--- src/rtl/turn_cmd_frontend.sv ---
// Turn-signal front end: synchronises and debounces the left/right/hazard switches,
// generates the step tick, and registers one one-hot command per tick.
module turn_cmd_frontend #(
  parameter int TICK_DIV   = 12_500_000,
  parameter int DEB_CYCLES = 500_000
) (
  input  logic clk,
  input  logic reset,
  input  logic sw_left,
  input  logic sw_right,
  input  logic sw_hazard,
  output logic tick,
  output logic c_left,
  output logic c_right,
  output logic c_hazard,
  output logic c_noop
);

  localparam int TW  = $clog2(TICK_DIV);
  localparam int DW  = $clog2(DEB_CYCLES + 1);
  localparam int NSW = 3;  // bit 0 = left, bit 1 = right, bit 2 = hazard

  typedef enum logic [3:0] {
    CMD_NOOP   = 4'b0001,
    CMD_LEFT   = 4'b0010,
    CMD_RIGHT  = 4'b0100,
    CMD_HAZARD = 4'b1000
  } cmd_e;

  logic [NSW-1:0] raw;
  logic [NSW-1:0] sync1_q, sync2_q;
  logic [NSW-1:0] deb_q, deb_d;
  logic [DW-1:0]  cnt_q [NSW];
  logic [DW-1:0]  cnt_d [NSW];
  logic [TW-1:0]  pc_q, pc_d;
  logic           tick_q, tick_d;
  logic           pc_wrap;
  cmd_e           cmd_q, cmd_d;

  assign raw = {sw_hazard, sw_right, sw_left};

  // NOTE: every variable assigned in always_comb gets a default first, so no latch is inferred.
  always_comb begin
    deb_d = deb_q;
    for (int i = 0; i < NSW; i++) begin
      cnt_d[i] = '0;
      if (sync2_q[i] != deb_q[i]) begin
        if (cnt_q[i] == DW'(DEB_CYCLES - 1)) begin
          deb_d[i] = sync2_q[i];
        end else begin
          cnt_d[i] = cnt_q[i] + DW'(1);
        end
      end
    end
  end

  assign pc_wrap = (pc_q == TW'(TICK_DIV - 1));
  assign pc_d    = pc_wrap ? '0 : pc_q + TW'(1);
  assign tick_d  = pc_wrap;

  // The encoder sees the debounced states from before this edge, so a debounce that
  // completes on the tick edge waits for the following tick.
  always_comb begin
    cmd_d = cmd_q;
    if (pc_wrap) begin
      if (deb_q[2] || (deb_q[0] && deb_q[1])) cmd_d = CMD_HAZARD;
      else if (deb_q[0])                      cmd_d = CMD_LEFT;
      else if (deb_q[1])                      cmd_d = CMD_RIGHT;
      else                                    cmd_d = CMD_NOOP;
    end
  end

  // NOTE: sequential state uses non-blocking assignments so all flops update together.
  always_ff @(posedge clk) begin
    if (reset) begin
      sync1_q <= '0;
      sync2_q <= '0;
      deb_q   <= '0;
      for (int i = 0; i < NSW; i++) cnt_q[i] <= '0;
      pc_q    <= '0;
      tick_q  <= 1'b0;
      cmd_q   <= CMD_NOOP;
    end else begin
      sync1_q <= raw;
      sync2_q <= sync1_q;
      deb_q   <= deb_d;
      for (int i = 0; i < NSW; i++) cnt_q[i] <= cnt_d[i];
      pc_q    <= pc_d;
      tick_q  <= tick_d;
      cmd_q   <= cmd_d;
    end
  end

  assign tick = tick_q;
  assign {c_hazard, c_right, c_left, c_noop} = cmd_q;

endmodule
--- config.mk ---
export PLATFORM = sky130hd
export DESIGN_NAME = turn_cmd_frontend
export DESIGN_NICKNAME = d
export VERILOG_FILES = /design/src/rtl/turn_cmd_frontend.sv
export SDC_FILE = /design/constraint.sdc
export NUM_CORES = 1
export LEC_CHECK = 0
export CAP_MARGIN = 15
export CORE_ASPECT_RATIO = 2
export CORE_MARGIN = 3
export CORE_UTILIZATION = 40
export DETAILED_ROUTE_END_ITERATION = 6
export GPL_ROUTABILITY_DRIVEN = 0
export HOLD_SLACK_MARGIN = 0.02
export PLACE_DENSITY = 0.59
export REMOVE_ABC_BUFFERS = 1
export SLEW_MARGIN = 20
export SYNTH_ARGS = -nofsm -noshare
export SYNTH_HDL_FRONTEND = slang
export SYNTH_SLANG_ARGS = --single-unit
export TNS_END_PERCENT = 1
--- constraint.sdc ---
create_clock -name clk -period 2.47 [get_ports clk]
set_clock_uncertainty 0.1 [all_clocks]
set_input_delay 0.247 -clock clk [delete_from_list [all_inputs] [get_ports clk]]
set_output_delay 0.247 -clock clk [all_outputs]
set_load 0.05 [all_outputs]
==> summary.txt <==
IO Pins: 10
largest net degree at the start of global routing: 21
# DRC: 0
Top FF cell, synth: dfxtp_1
detailed placement HPWL: 6420 µm
Area Growth Syn to Fin: 11.9%
#FFs+latches synth: 95
f_max: 478 MHz
Sink Count: 95
Initial Util: 0.415
Critical Path RT: 2.64 ns
Finish-stage setup viols: 0
die height: 152 µm
cell row count: 52
die width: 78.8 µm
Syn Inst Count: 484
Net count, final: 506
first-pass GRT wire length: 15300 µm
leading cell type in the layout, fill and taps excluded: dfxtp_1
most frequent cells in the layout: 95 x dfxtp_1, 62 x nor2_1, 31 x a21oi_1
Hold Vio Cnt, Final: 0
Root Driver: clkbuf_16
critical path type: reg2reg
M2 GR Usage: 0.304
post-route minimum period: 2.09 ns
crit-path max FO: 10
CTS Hold Bufs: 0
vias in the first global route: 3424
PostCTS Resize Cnt: 0
initial antenna violation count: 0
overall power: 2830 µW
Max Slew Vio Count: 0
syn avg cell area: 8.76 µm²
Critical Path Sink Type: flop
Clock Path Buffers: 2
Seq/Total Area, Yosys: 0.448
crit start category: flop
first drt pass iteration count: 4
VDD IR max: 0.330 mV
RSZ-0062 raised after global routing: no
TNS Setup: 0 ns
via count of the routed design: 3473
share of post-route cells with drive strength above 1: 0.0717
Tot GR Track Use: 0.159
CTS H-tree depth: 3
GR met3 Demand/Resource: 0.0302
global route hottest layer: met2
worst hold path type: reg2reg
ant diodes: 0
die area: 0.0120 mm²
wire per inst: 13.5 µm
Slew @ Worst Pin: 0.569 ns
# port buffers: 9
core area: 0.0102 mm²
M1 GR Usage: 0.162
fin crit share: 0.846
total wire length: 8630 µm
Synthesis Warnings: 0
GRT overflow: 0
Max-Cap Viols: 0
post-detailed-route count of antenna-violating nets: 0
Placed Cells: 621
ys async rst share: 0
Via density: 5.45
post-CTS setup buffers: 0
Worst-Skew Late Latency: 0.34 ns
area of the mapped netlist: 0.00424 mm²
total CTS buffers: 9
WP data arrival: 2.26 ns
fin cells: 637
CTS tree: built
synth unique cells: 47
PwrDens: 597 mW/mm²
violation count after the first detailed-route iteration: 109
Worst slew margin: 0.617
Post-synth EDFFs: 0
status: completed
Leakage: 0.00139 µW
clock-pin slew of the registers on the worst-case setup and hold paths: 0.07 ns
FILL cells: 1033
[area by class of cell]
cell class,count,area [µm²],area share
clock inverters,4,22.5,0.00474
clock buffers,12,236,0.0498
flip-flops and latches,95,1900,0.401
well taps,135,169,0.0356
inverters,17,63.8,0.0134
multi-input cells,359,2220,0.467
repair buffers,15,135,0.0285
[state kept, by name, summed over array words and instances (netlist names)]
name     cells
cnt_q       57
sync1_q      3
sync2_q      3
pc_q        24
deb_q        3
cmd_q        4
tick         1
[path summary, 6_finish.rpt]
check                  start         end  slack, ns  depth (start not counted)
hold reg to reg   sync1_q[1]  sync2_q[1]       0.34                          1
setup / recovery     pc_q[4]    pc_q[20]       0.38                          4
hold / removal    sync1_q[1]  sync2_q[1]       0.34                          1
setup reg to reg     pc_q[4]    pc_q[20]       0.38                          4
[report_power, final]
part	total, µW	internal [µW]	switching [µW]
sequential	1550	1540	8.24
clock	1240	678	560
combinational	46.8	20.9	25.9
total	2830	2240	594
[synth_stat cells, types with 5 or more instances]
library cell  number  area [µm²]
nand4_1           19         119
o21ai_0           20         100
nor3_1             6        30.0
or3_1             18         113
nand3_1           28         140
and4_1             7        61.3
dfxtp_1           95        1900
and2_1             5        31.3
nor2_1            62         233
nand2_1           26        97.6
inv_1             17        63.8
nor2b_1            6        37.5
o31ai_1           10        75.1
nor4_1            12        75.1
xor2_1            23         201
clkbuf_1           8        30.0
xnor2_1           27         236
or4_1             14         105
a21oi_1           31         155
[worst max-delay path, cell delays in order (launching register included)]
cell and delay [ns]:
dfxtp_1 0.50, nand4_4 0.21, or4_1 0.67, or3_1 0.39
a21oi_1 0.15
[kinds of logic (layout without fill, tap and decap cells)]
logic type	count (synthesis)	in the layout	share of synthesized area
simple gates	234	234	0.309
xor+xnor	50	50	0.103
fa+ha+maj	4	4	0.0118
compound gates	71	71	0.0991
buf+inv	30	48	0.0286
flops	95	95	0.448
[metal layers]
| layer | wire, µm | vias up |
|---|---|---|
| met4 | 233 | 0 |
| met2 | 4720 | 27 |
| li1 | - | 1757 |
| met5 | 0 | - |
| met3 | 205 | 16 |
| met1 | 3470 | 1673 |
[stage by stage]
| stage | instance area, µm² | setup WS [ns] | hold slack [ns] | utilization |
|---|---|---|---|---|
| after detailed placement | 4490 | 0.428 | 0.325 | 0.439 |
| after global routing | 4750 | 0.281 | 0.356 | 0.465 |
| after global placement | 4490 | 0.459 | 0.324 | 0.439 |
| final | 4750 | 0.379 | 0.343 | 0.465 |
| after floorplan | 4180 | 0.305 | 0.216 | - |
| after CTS | 4750 | 0.419 | 0.348 | 0.465 |
(Power assumes the default switching activity.)
